[config.mk]
export PLATFORM = sky130hd
export DESIGN_NAME = movebit_seq
export DESIGN_NICKNAME = d
export VERILOG_FILES = /design/src/rtl/movebit_pkg.sv /design/src/rtl/movebit_seq.sv
export SDC_FILE = /design/constraint.sdc
export NUM_CORES = 1
export LEC_CHECK = 0
export CAP_MARGIN = 40
export CELL_PAD_IN_SITES_DETAIL_PLACEMENT = 1
export CELL_PAD_IN_SITES_GLOBAL_PLACEMENT = 1
export CORE_MARGIN = 8
export CORE_UTILIZATION = 43
export CTS_BUF_LIST = sky130_fd_sc_hd__clkbuf_8 sky130_fd_sc_hd__clkbuf_16
export DETAILED_ROUTE_END_ITERATION = 10
export GPL_TIMING_DRIVEN = 0
export PLACE_DENSITY = 0.9
export SYNTH_ARGS = -nofsm -noshare
export SYNTH_HDL_FRONTEND = slang
export SYNTH_SLANG_ARGS = --single-unit
export TNS_END_PERCENT = 30
[constraint.sdc]
create_clock -name clk -period 5.1 [get_ports clk]
set_input_delay 0.765 -clock clk [delete_from_list [all_inputs] [get_ports clk]]
set_output_delay 0.765 -clock clk [all_outputs]
set_load 0.02 [all_outputs]
[src/rtl/movebit_pkg.sv]
// rtl/movebit_pkg.sv - shared types and imm16 field layout for the bit-field move sequencer
package movebit_pkg;

  localparam int WIDTH = 32;
  localparam int POSW  = 5;

  // imm16 field offsets
  localparam int SRC_LSB = 0;
  localparam int DST_LSB = 5;
  localparam int LEN_LSB = 10;
  localparam int CLR_BIT = 15;

  typedef enum logic [1:0] {
    ST_IDLE = 2'd0,
    ST_RUN  = 2'd1,
    ST_DONE = 2'd2
  } mb_state_t;

endpackage

[src/rtl/movebit_seq.sv]
// rtl/movebit_seq.sv - one-bit-per-cycle bit-field move sequencer
module movebit_seq
  import movebit_pkg::*;
(
  input  logic              clk,
  input  logic              reset,
  input  logic              start,
  input  logic              abort,
  input  logic [WIDTH-1:0]  read1,
  input  logic [15:0]       imm16,
  output logic              busy,
  output logic              done,
  output logic [WIDTH-1:0]  moveout
);

  mb_state_t         state_q, state_d;
  logic [WIDTH-1:0]  op_q, op_d;
  logic [WIDTH-1:0]  w_q, w_d;
  logic [WIDTH-1:0]  moveout_q, moveout_d;
  logic [POSW-1:0]   src_q, src_d;
  logic [POSW-1:0]   dst_q, dst_d;
  logic [POSW-1:0]   lenm1_q, lenm1_d;   // field length minus one
  logic [POSW-1:0]   idx_q, idx_d;
  logic              busy_q, busy_d;
  logic              done_q, done_d;

  // Positions are one bit wider than the counter so the "reached bit 31" test is exact
  logic [POSW:0]     src_pos;
  logic [POSW:0]     dst_pos;
  logic              last_step;

  assign src_pos   = {1'b0, src_q} + {1'b0, idx_q};
  assign dst_pos   = {1'b0, dst_q} + {1'b0, idx_q};
  assign last_step = (idx_q == lenm1_q) ||
                     (src_pos == (POSW+1)'(WIDTH-1)) ||
                     (dst_pos == (POSW+1)'(WIDTH-1));

  // Next-state, datapath and registered-output computation
  always_comb begin
    state_d   = state_q;
    op_d      = op_q;
    w_d       = w_q;
    moveout_d = moveout_q;
    src_d     = src_q;
    dst_d     = dst_q;
    lenm1_d   = lenm1_q;
    idx_d     = idx_q;
    busy_d    = 1'b0;
    done_d    = 1'b0;

    case (state_q)
      ST_IDLE: begin
        if (start && !abort) begin
          op_d    = read1;
          w_d     = imm16[CLR_BIT] ? '0 : read1;
          src_d   = imm16[SRC_LSB +: POSW];
          dst_d   = imm16[DST_LSB +: POSW];
          lenm1_d = imm16[LEN_LSB +: POSW];
          idx_d   = '0;
          busy_d  = 1'b1;
          state_d = ST_RUN;
        end
      end

      ST_RUN: begin
        if (abort) begin
          state_d = ST_IDLE;
        end else begin
          // Reads come from the latched operand, so overlapping fields are safe
          w_d[dst_pos[POSW-1:0]] = op_q[src_pos[POSW-1:0]];
          if (last_step) begin
            moveout_d = w_d;
            done_d    = 1'b1;
            state_d   = ST_DONE;
          end else begin
            idx_d  = idx_q + 1'b1;
            busy_d = 1'b1;
          end
        end
      end

      ST_DONE: begin
        state_d = ST_IDLE;
      end

      default: begin
        state_d = ST_IDLE;
      end
    endcase
  end

  // State and working registers, cleared asynchronously
  always_ff @(posedge clk or posedge reset) begin
    if (reset) begin
      state_q   <= ST_IDLE;
      op_q      <= '0;
      w_q       <= '0;
      moveout_q <= '0;
      src_q     <= '0;
      dst_q     <= '0;
      lenm1_q   <= '0;
      idx_q     <= '0;
      busy_q    <= 1'b0;
      done_q    <= 1'b0;
    end else begin
      state_q   <= state_d;
      op_q      <= op_d;
      w_q       <= w_d;
      moveout_q <= moveout_d;
      src_q     <= src_d;
      dst_q     <= dst_d;
      lenm1_q   <= lenm1_d;
      idx_q     <= idx_d;
      busy_q    <= busy_d;
      done_q    <= done_d;
    end
  end

  assign busy    = busy_q;
  assign done    = done_q;
  assign moveout = moveout_q;

endmodule

* Yosys cells after proc, flatten, opt, wreduce, memory -nomap -nowiden *
Index checks and enable logic that the tools add are counted.

cells by class
  shifts and indexed selects = 0
  reductions and logical operators = 12
  equality and inequality tests = 8
  muxes and demuxes = 24
  bitwise logic cells = 1
  add/subtract/negate cells = 3
  divide/modulo/power cells = 0
  magnitude comparators = 3
  $mul = 0

operators with widths
  operator               count
  $mux W32               3
  $pmux W32 S2           1
  $bwmux W32             1
  $mux W5                3
  $add A5 B5 Y6          2
  $eq A6 B5 Y1 const B   2
  $lt A5 B6 Y1 const B   2
  $pmux W5 S2            1
  $mux W1                8
  $mux W2                3
  $ne A2 B2 Y1 const B   3
  $reduce_and A3 Y1      2
  $add A5 B1 Y5 const B  1
  $bmux W1 S5            1
  $demux W1 S5           1
  $eq A5 B5 Y1           1
  $ge A5 B1 Y1 const B   1
  $pmux W2 S2            1
  $reduce_and A2 Y1      2
  $reduce_and A4 Y1      1
  $ne A3 B3 Y1 const B   1
  $eq A2 B1 Y1 const B   1
  $logic_and A1 B1 Y1    2
  $logic_not A2 Y1       1
  5 further kinds        6

word-level totals
  bits in latches = 0
  flip-flop bits (word level) = 120
  output and inout port bits = 34
  memory bits (read-only) = 0
  memories kept = 0
  word-level logic and storage cells = 61
  memory bits (writable) = 0

* Logic depth before layout (Yosys ltp) *
Gate-level depths: netlist of run 1.

  word-level depth = 8
  depth in mapped cells = 13

* Least setup slack after synthesis of run 1 *
Ideal clock, no wire load.

  kind = register -> register
  start point = reg idx_q[0]
  end point = reg moveout_q[10] (netlist: moveout[10])
  arrival = 2733 ps
  required time = 4974 ps
  period minus slack after synthesis = 2859 ps
  cell stages (with the launch flop) = 11
  slack = 2241 ps
  buffers on the path = 2
  cell sequence = dfrtp_1 ha_1 fa_1 nand2_1 or3_1 or4_1 o311ai_2 and2_1 buf_4 buf_2 a21oi_1

between the ends
  longest elaborated chain between the ends = 6
  elaborated cells on any way between the ends = 16
  classes of those cells = add/sub: 2; order compare: 2; eq/ne: 3; mux: 5; reduce/logical: 4

ends and longest elaborated chain
  item                                                                line                RTL
  start, declared                                                     movebit_seq.sv:23   logic [POSW-1:0] idx_q, idx_d;
  start signal, assigned                                              movebit_seq.sv:113  idx_q <= idx_d;
  $add A5 B5 Y6                                                       movebit_seq.sv:33   assign dst_pos = {1'b0, dst_q} + {1'b0, idx_q};
  $lt A5 B6 Y1 (not written as such) or $ge A5 B1 Y1 (tied branches)  movebit_seq.sv:70   w_d[dst_pos[POSW-1:0]] = op_q[src_pos[POSW-1:0]];
  $logic_and A1 B1 Y1 (not written as such)                           movebit_seq.sv:70
  $mux W1 (not written as such)                                       movebit_seq.sv:70
  $demux W1 S5                                                        movebit_seq.sv:70
  $bwmux W32                                                          movebit_seq.sv:70
  end signal, assigned                                                movebit_seq.sv:109  moveout_q <= moveout_d;
  end, declared                                                       movebit_seq.sv:19   logic [WIDTH-1:0] moveout_q, moveout_d;

Parallel ways exist; a longest one is shown, timed or not. The select of a mux whose other input is x is not followed.
A chain may end at the register's enable or synchronous reset.

* Final worst setup path of run 1 *
  start point = reg idx_q[0]
  end point = reg moveout_q[9] (netlist: moveout[9])

Same word-level chain as after synthesis.

==> results of run 1 <==
-- area by class of cell --
| type | instances | share of cell area |
|---|---|---|
| multi-input cells | 401 | 0.371 |
| clock buffers | 19 | 0.0578 |
| clock inverters | 12 | 0.0195 |
| flip-flops and latches | 120 | 0.383 |
| inverters | 7 | 0.00399 |
| well taps | 180 | 0.0287 |
| repair buffers | 86 | 0.112 |
| plain buffers | 36 | 0.0246 |
-- sequential cells by signal (all words and copies together), names as in the netlist --
signal	count
busy	1
done	1
dst_q	5
idx_q	5
lenm1_q	5
moveout	32
op_q	32
src_q	5
state_q	2
w_q	32
-- worst max-delay path by stage --
stage               startpoint          end  slack, ns  cells past startpoint
CTS                   idx_q[0]   moveout[9]       1.51                     12
global route          idx_q[0]  moveout[24]       1.27                     12
detailed placement       abort      w_q[20]       1.50                      7
global placement         reset         busy      -0.53                      2
finish                idx_q[0]   moveout[9]       1.56                     12
floorplan                reset         busy       1.15                      1
-- power breakdown --
| group | internal [mW] | switching [mW] |
|---|---|---|
| Clock | 0.788 | 0.458 |
| Combinational | 1.27 | 1.96 |
| Sequential | 1.37 | 0.310 |
-- metal layers --
layer | vias to the layer above | share of wire | track usage
li1 | 2283 | - | -
met1 | 2733 | 0.40 | 0.279
met2 | 206 | 0.51 | 0.392
met3 | 48 | 0.065 | 0.0616
met4 | 0 | 0.028 | 0.110
met5 | - | 0 | 0
-- critical path: cells and delay by family (launching register included) --
kind,cells,cell delay [ns]
simple gates,2,0.29
flops,1,0.50
fa+ha+maj,2,0.70
mux,2,0.56
compound gates,2,0.53
buf+inv,4,0.81
-- placed cells by master (no fill, tap or decap), types with 6 or more instances in the layout --
master / count
mux4_2: 8
and2_1: 8
a22o_1: 26
nand2_1: 26
dfrtp_1: 120
nor2_1: 51
mux2i_1: 32
xnor2_1: 7
clkdlybuf4s50_1: 85
clkbuf_1: 16
a21oi_1: 39
inv_1: 6
clkbuf_16: 17
mux2_2: 46
o21ai_1: 30
buf_2: 13
ha_1: 11
a31oi_1: 27
a22oi_1: 6
nand3_1: 29
-- per-stage QoR --
| stage | util | area, um2 | setup slack, ns |
|---|---|---|---|
| 3_3_place_gp | 0.519 | 7200 | -0.528 |
| 3_5_place_dp | 0.521 | 7240 | 1.50 |
| 2_1_floorplan | - | 6120 | 1.15 |
| 5_1_grt | 0.565 | 7840 | 1.27 |
| 6_report | 0.565 | 7840 | 1.56 |
| 4_1_cts | 0.565 | 7840 | 1.51 |
-- cell families after synthesis --
logic type,after synthesis
xor+xnor,12
buf+inv,43
flops,120
fa+ha+maj,13
compound gates,147
mux,86
simple gates,143
==> run summary, run 1 <==
First-pass DRT Iterations -> 5
Die H -> 135 um
Vias/cell -> 6.12
DRT antenna net count -> 0
# rows -> 43
Outcome -> completed
Post-CTS repair timing setup buffer count -> 0
Register area -> 3000 um2
Area of the multi-input gates -> 2910 um2
RSZ-0062 raised after global routing -> no
Seq/Total Area, Yosys -> 0.490
Static leakage -> 3.38 nW
Antenna Cells -> 0
Complex-gate fraction of the synthesized area -> 0.152
Clock latency on the worst-skew pair -> 0.43 ns
First-pass GRT wire length -> 33.2 mm
Number of synthesized flops with an enable pin -> 0
Slew headroom -> 0.397
IO buf count -> 85
Worst stage delay on the critical path -> 0.50 ns
Placed Cells -> 830
Top post-synthesis cells by area -> dfrtp_1, mux2_2, mux2i_1, a22o_1, a21oi_1
CTS max path bufs -> 2
Worst R2R End -> moveout[9]
Violation count after the first detailed-route iteration -> 377
Post-synthesis simple-gate area fraction -> 0.110
Initial antenna violation count -> 0
Post-Synth Adder-Cell Area -> 0.0290
Worst setup EP type -> flip-flop
Layout fillers -> 1506
Async set-reset flop share out of synthesis -> 1.00
Post-Layout Cell Count -> 861
Cell Area, Synth -> 6120 um2
Reg2Reg Depth -> 12
Synth warn -> 0
Ys flop type -> dfrtp_1
Clock sinks -> 120
Max Clock Freq -> 0.282 GHz
Post-Syn Nets -> 629
Clk root buf -> clkbuf_16
CP Cell Sequence -> ha_1 > inv_1 > fa_1 > buf_2 > mux4_2 > and2_1 > a2111oi_0 > nor4bb_1 > buf_2 > buf_2 > mux2i_1 > a21oi_1
Setup CP Type -> flip-flop to flip-flop
Layout overhead on the synthesized area -> 28.1%
Total global routing track utilization -> 0.235
Hold depth -> 1
Final Max Slew Viols -> 0
Post-synthesis xor/xnor area fraction -> 0.0172
Initial Util -> 0.441
Die Wd -> 135 um
Power Total -> 6.17 mW
HP Start -> op_q[4]
Worst Hold End -> op_q[4]
Final Critical Period -> 3.54 ns
Worst EP arrival -> 3.84 ns
CP dominant cell by count -> buf_2
GRT overflow -> 0
CP Launch Type -> flip-flop
# H-tree levels -> 4
PostCTS Resize Cnt -> 0
Worst Path Required -> 5.40 ns
Crit path max fanout -> 10
CTS Buf Count -> 17
Fin. Hold Viols -> 0
VDD IR-drop max -> 0.000367 V
Main combinational cell family by area after synthesis -> multiplexers
Hold slack -> 0.504 ns
Detailed Route WL -> 20.9 mm
Layout Nets -> 734
DP HPWL -> 14.6 mm
Hold buffer count at CTS -> 0
Die Area -> 18300 um2
Pwr Density -> 786 nW/um2
Final GP Congestion -> 0.876
Io pins -> 86
Largest net degree at the start of global routing -> 79
Clock slew at reported path FFs -> 0.06 ns
Core area -> 13900 um2
Worst slew pin tran -> 0.901 ns
List of most frequent post-synthesis cells -> dfrtp_1, nor2_1, mux2_2
Flop-to-flop setup slack -> 1.56 ns
Routed WL per cell -> 24.3 um
CTS tree -> yes
Final number of setup-violating endpoints -> 0
Syn_area_per_cell -> 10.9 um2
Vias in the first global route -> 5918
Unique masters post-synth -> 49
Number of synthesized register bits -> 120
Max-cap violations -> 0
Share of cells above drive strength 1 -> 0.164
Setup_tns -> 0 ns
Worst min path class -> flip-flop to flip-flop
Synth Instances -> 564
Cell with the most instances after synthesis -> dfrtp_1
Post-synthesis mux area share -> 0.166
Synth top area share -> 0.490
Clock skew -> 0.0127 ns
Final period util -> 0.695
Total number of vias -> 5270
Reg2reg start -> idx_q[0]
Slowest CP cell -> dfrtp_1
DRC Markers -> 0
Leading area contributor after synthesis -> dfrtp_1
(Power assumes the default switching activity.)
==> inputs of run 2 (changes only) <==
- clock period: 5.1 -> 3.3 ns (I/O delays scaled with it)
==> run 2 against run 1 <==
Worst setup slack worse by 1.5 ns. First-iteration DRC count is 4.0% higher. Final cell count is 0.58% higher. Sequential power is 55% higher. Fmax is 9.5% higher. Combinational power is 69% higher. Total power is 61% higher. Hold slack worse by 0.0020 ns. Critical path type unchanged.
==> run summary, run 2 (synthesis results as in run 1) <==
Outcome -> completed
# H-tree levels -> 4
Sw Pwr -> 4.42 mW
CTS Buf Count -> 17
Combinational power share -> 0.553
Antenna Cells -> 0
Dpl cell area -> 7270 um2
Fin. Hold Viols -> 0
Clock slew at reported path FFs -> 0.06 ns
Final Critical Period -> 3.23 ns
Crit path max fanout -> 10
Layout fillers -> 1477
Detailed Route WL -> 20.9 mm
Total global routing track utilization -> 0.231
Largest net degree at the start of global routing -> 36
DP HPWL -> 14.4 mm
CTS tree -> yes
First-pass DRT Iterations -> 4
Die Area -> 18300 um2
Max-cap violations -> 0
Vias in the first global route -> 5706
HP Start -> w_q[15]
Worst min path class -> flip-flop to flip-flop
# rows -> 43
Worst Setup SP -> idx_q[0]
Pint -> 5.51 mW
VDD IR-drop max -> 0.000709 V
Post-Layout Cell Count -> 866
Vias/cell -> 6.05
Post-route cell area -> 8020 um2
Switching Fraction -> 0.445
Fin worst setup slack -> 0.0654 ns
Clock group share of total power -> 0.185
Power Total -> 9.93 mW
CP Launch Type -> flip-flop
Pwr Density -> 1240 nW/um2
Core area -> 13900 um2
Worst slew pin tran -> 0.897 ns
Worst Path Required -> 3.65 ns
Final Max Slew Viols -> 0
DRC Markers -> 0
First-pass GRT wire length -> 32.3 mm
Hold slack -> 0.502 ns
Final period util -> 0.980
IO buf count -> 85
Static leakage -> 3.40 nW
Clk root buf -> clkbuf_16
Total number of vias -> 5242
Die Wd -> 135 um
Io pins -> 86
DRT antenna net count -> 0
Final GP Congestion -> 0.868
Die H -> 135 um
CTS max path bufs -> 2
Routed WL per cell -> 24.2 um
Violation count after the first detailed-route iteration -> 392
Share of cells above drive strength 1 -> 0.194
Layout Nets -> 739
Layout overhead on the synthesized area -> 31.1%
Clock skew -> 0.0110 ns
Reg2reg start -> idx_q[0]
Placement Setup Slack -> -0.318 ns
Most common cell after layout, fill and taps aside -> dfrtp_1
GRT overflow -> 0
Flop-to-flop setup slack -> 0.07 ns
Final number of setup-violating endpoints -> 0
Initial antenna violation count -> 0
Worst EP arrival -> 3.58 ns
Max Clock Freq -> 0.309 GHz
Worst setup EP type -> flip-flop
Seq pwr share -> 0.262
Clock latency on the worst-skew pair -> 0.43 ns
Highest-count cells in the layout ignoring fill and taps -> dfrtp_1, clkdlybuf4s50_1, nor2_1, mux2_2, a21oi_1
Placed Cells -> 833
Clock sinks -> 120
Initial Util -> 0.441
Slew headroom -> 0.401
Setup CP Type -> flip-flop to flip-flop
[run 2: cell types whose count changed in the layout (fill, tap and decap cells not counted), moves of 3 or more]
cell / delta
buf_12: +3
buf_2: -9
buf_4: +8
clkinv_4: -3
mux2i_1: -5
mux2i_2: +4
[run 2: worst max-delay path: stages, from the launching register on]
cell and delay (ns):
dfrtp_2 0.45, ha_1 0.23, fa_2 0.61, nand2_1 0.14, or3_1 0.36, or4_4 0.45
o311ai_4 0.13, and2_4 0.25, buf_6 0.18, buf_6 0.18, nor2_1 0.06, a21oi_1 0.12
[run 2: through the flow]
step / util / TNS, ns
finish: 0.578 / 0
global route: 0.578 / -0.222
CTS: 0.569 / 0
detailed placement: 0.524 / -12.50
global placement: 0.519 / -15.77
floorplan: - / 0
[run 2: metal layers]
layer | vias up | track usage | part of all wire
met2 | 166 | 0.387 | 0.51
met5 | - | 0 | 0
li1 | 2287 | - | -
met1 | 2741 | 0.276 | 0.41
met3 | 48 | 0.0664 | 0.054
met4 | 0 | 0.0888 | 0.026
[run 2: final timing paths]
| path | endpoint | cells past startpoint |
|---|---|---|
| worst max-delay path | moveout[0] | 11 |
| worst min register to register | w_q[15] | 2 |
| worst max register to register | moveout[0] | 11 |
| worst min-delay path | w_q[15] | 2 |
| max in group asynchronous | moveout[5] | 4 |
| min in group asynchronous | moveout[23] | 2 |
[run 2: final cells by class]
cell class              count  area (um2)  share of cell area
multi-input cells         401        3010               0.375
flip-flops and latches    120        3010               0.375
repair buffers             92         946               0.118
clock buffers              19         453              0.0564
plain buffers              35         226              0.0282
well taps                 180         225              0.0281
clock inverters            12         126              0.0157
inverters                   7        30.0             0.00374
[run 2: what timing repair did]
action / in CTS / in global routing
endpoints found under the setup margin: 65 / 55
setup buffers: 1 / 2
endpoints found under the hold margin: 0 / 0
hold buffers: 0 / 0
gates resized for setup: 15 / 24
pin swaps: 0 / 2
[run 2: power groups by stage]
stage / clock network, mW / logic (mW) / registers, mW
detailed placement: 0 / 4.87 / 2.59
global placement: 0 / 4.65 / 2.53
finish: 1.84 / 5.49 / 2.60
global route: 1.92 / 5.82 / 2.68
CTS: 1.86 / 5.04 / 2.59
floorplan: 0 / 2.97 / 2.69
==> inputs of run 3 (changes only) <==
- CORE_MARGIN: 8 -> 4
==> run 3 against run 2 <==
Register-to-register slack got worse by 0.06 ns. Sequential share of layout area fell by 0.30 points. Fmax fell by 1.7%. Clock skew fell by 0.0011 ns. Worst setup slack got worse by 0.055 ns. Cell area rose by 0.80%. Global-route usage rose by 3.5 points. Count of clock-buffer cells in the layout rose by 1. Via count rose by 7.5%. Final cell count rose by 0.35%. Sequential power barely moved. Largest power group unchanged. Highest routed layer unchanged.
==> run summary, run 3 (synthesis results as in run 1) <==
Outcome -> completed
Io pins -> 86
Violation count after the first detailed-route iteration -> 575
Pwr Density -> 1300 nW/um2
Flop-to-flop setup slack -> 0.01 ns
CP Cell Sequence -> ha_1 > inv_1 > fa_2 > buf_4 > clkbuf_16 > mux4_2 > a2111oi_4 > nor4bb_2 > buf_4 > nand2_2 > buf_2 > o211ai_1
Die H -> 127 um
Initial Util -> 0.439
Max-cap violations -> 0
Total number of vias -> 5635
Worst EP arrival -> 3.59 ns
Worst R2R End -> w_q[24]
Post-Layout Cell Count -> 869
First-pass GRT wire length -> 33.1 mm
Share of cells above drive strength 1 -> 0.199
DRC Markers -> 0
# H-tree levels -> 4
Worst Path Required -> 3.60 ns
Largest net degree at the start of global routing -> 40
CTS tree -> yes
Highest-count cells in the layout ignoring fill and taps -> dfrtp_1, clkdlybuf4s50_1, nor2_1, mux2_2, a21oi_1
Worst stage delay on the critical path -> 0.60 ns
Worst slew pin tran -> 0.838 ns
Clock sinks -> 120
DRT antenna net count -> 0
Final number of setup-violating endpoints -> 0
Reg2reg start -> idx_q[0]
Power Total -> 10.5 mW
Clock skew -> 0.00983 ns
Routed WL per cell -> 26.7 um
Max Clock Freq -> 0.304 GHz
Met3 usage in global routing -> 0.0619
Die Area -> 16200 um2
Crit path max fanout -> 10
Placed Cells -> 832
Layout Nets -> 742
Layout fillers -> 1429
Worst setup EP type -> flip-flop
# rows -> 43
Final Critical Period -> 3.29 ns
First-pass DRT Iterations -> 5
DP HPWL -> 14.3 mm
Fin. Hold Viols -> 0
Layout overhead on the synthesized area -> 32.1%
Vias/cell -> 6.48
Total global routing track utilization -> 0.266
Worst min path class -> input port to async pin
Met2 GRT Util -> 0.450
Setup CP Type -> flip-flop to flip-flop
RSZ-0062 raised after global routing -> yes
Fin worst setup slack -> 0.0102 ns
Reg2Reg Depth -> 12
IO buf count -> 85
Final GP Congestion -> 0.856
M1 GR Usage -> 0.323
Initial antenna violation count -> 0
GRT overflow -> 0
Clock latency on the worst-skew pair -> 0.44 ns
Vias in the first global route -> 5996
Slew headroom -> 0.440
Area of the multi-input gates -> 3030 um2
Static leakage -> 3.44 nW
Die Wd -> 127 um
CP Launch Type -> flip-flop
Final Max Slew Viols -> 0
Slowest CP cell -> fa_2
CTS Buf Count -> 17
Core area -> 13900 um2
Detailed Route WL -> 23.2 mm
Most common cell after layout, fill and taps aside -> dfrtp_1
Antenna Cells -> 0
CP dominant cell by count -> buf_4
Clk root buf -> clkbuf_16
Placement Setup Slack -> -0.346 ns
Register area -> 3010 um2
Clock slew at reported path FFs -> 0.06 ns
Worst Setup SP -> idx_q[0]
Grt peak-use layer -> met2
VDD IR-drop max -> 0.000720 V
CTS max path bufs -> 2
Final period util -> 0.997
## run 3: cell types whose count changed in the layout (fill, tap and decap cells not counted), moves of 2 or more
cell	previous run	this run
buf_4	9	12
clkinvlp_4	5	2
clkinv_2	3	5
inv_6	2	0
## run 3: worst max-delay path by stage
stage,end,cells past startpoint
2_1_floorplan,moveout[10],10
3_3_place_gp,w_q[5],7
3_5_place_dp,moveout[30],12
4_1_cts,moveout[30],12
5_1_grt,w_q[20],13
6_report,w_q[24],12
## run 3: power breakdown
part	internal (mW)	switching, mW	total [mW]
logic	2.37	3.56	5.93
clock network	1.23	0.705	1.93
registers	2.13	0.508	2.63
total	5.73	4.77	10.5
## run 3: per-stage QoR
step | cell area (um2) | TNS (ns) | hold WS (ns) | util
detailed placement | 7270 | -11.80 | 0.491 | 0.522
global route | 8090 | -1.75 | 0.455 | 0.580
global placement | 7200 | -19.38 | 0.474 | 0.517
finish | 8090 | 0 | 0.413 | 0.580
floorplan | 6130 | 0 | 0.461 | -
CTS | 7910 | 0 | 0.425 | 0.568
## run 3: what timing repair did
action	4_1_cts	5_1_grt
setup endpoints to repair	65	54
gates cloned	0	1
pin swaps	0	5
hold buffers	0	0
resized for setup	13	27
buffers inserted	2	4
## run 3: cell type report
class                      count  area share
timing repair buffer          95       0.121
buffer                        35      0.0271
sequential                   120       0.372
inverter                       7     0.00371
clock buffer                  20      0.0577
multi-input combinational    401       0.375
tap                          180      0.0278
clock inverter                11      0.0161
## run 3: worst max-delay path: cells and delay by family (launching register included)
kind                     cells  cell delay [ns]
buffers and inverters        5             0.82
multiplexers                 1             0.37
AND/OR/NAND/NOR              2             0.20
flip-flops                   1             0.39
adder cells (fa/ha/maj)      2             0.79
AO/OA/AOI/OAI                2             0.56
## run 3: metal layers
layer	up-vias	routed length, um
li1	2299	-
met2	341	11200
met4	0	1340
met3	111	1680
met1	2884	8940
met5	-	0
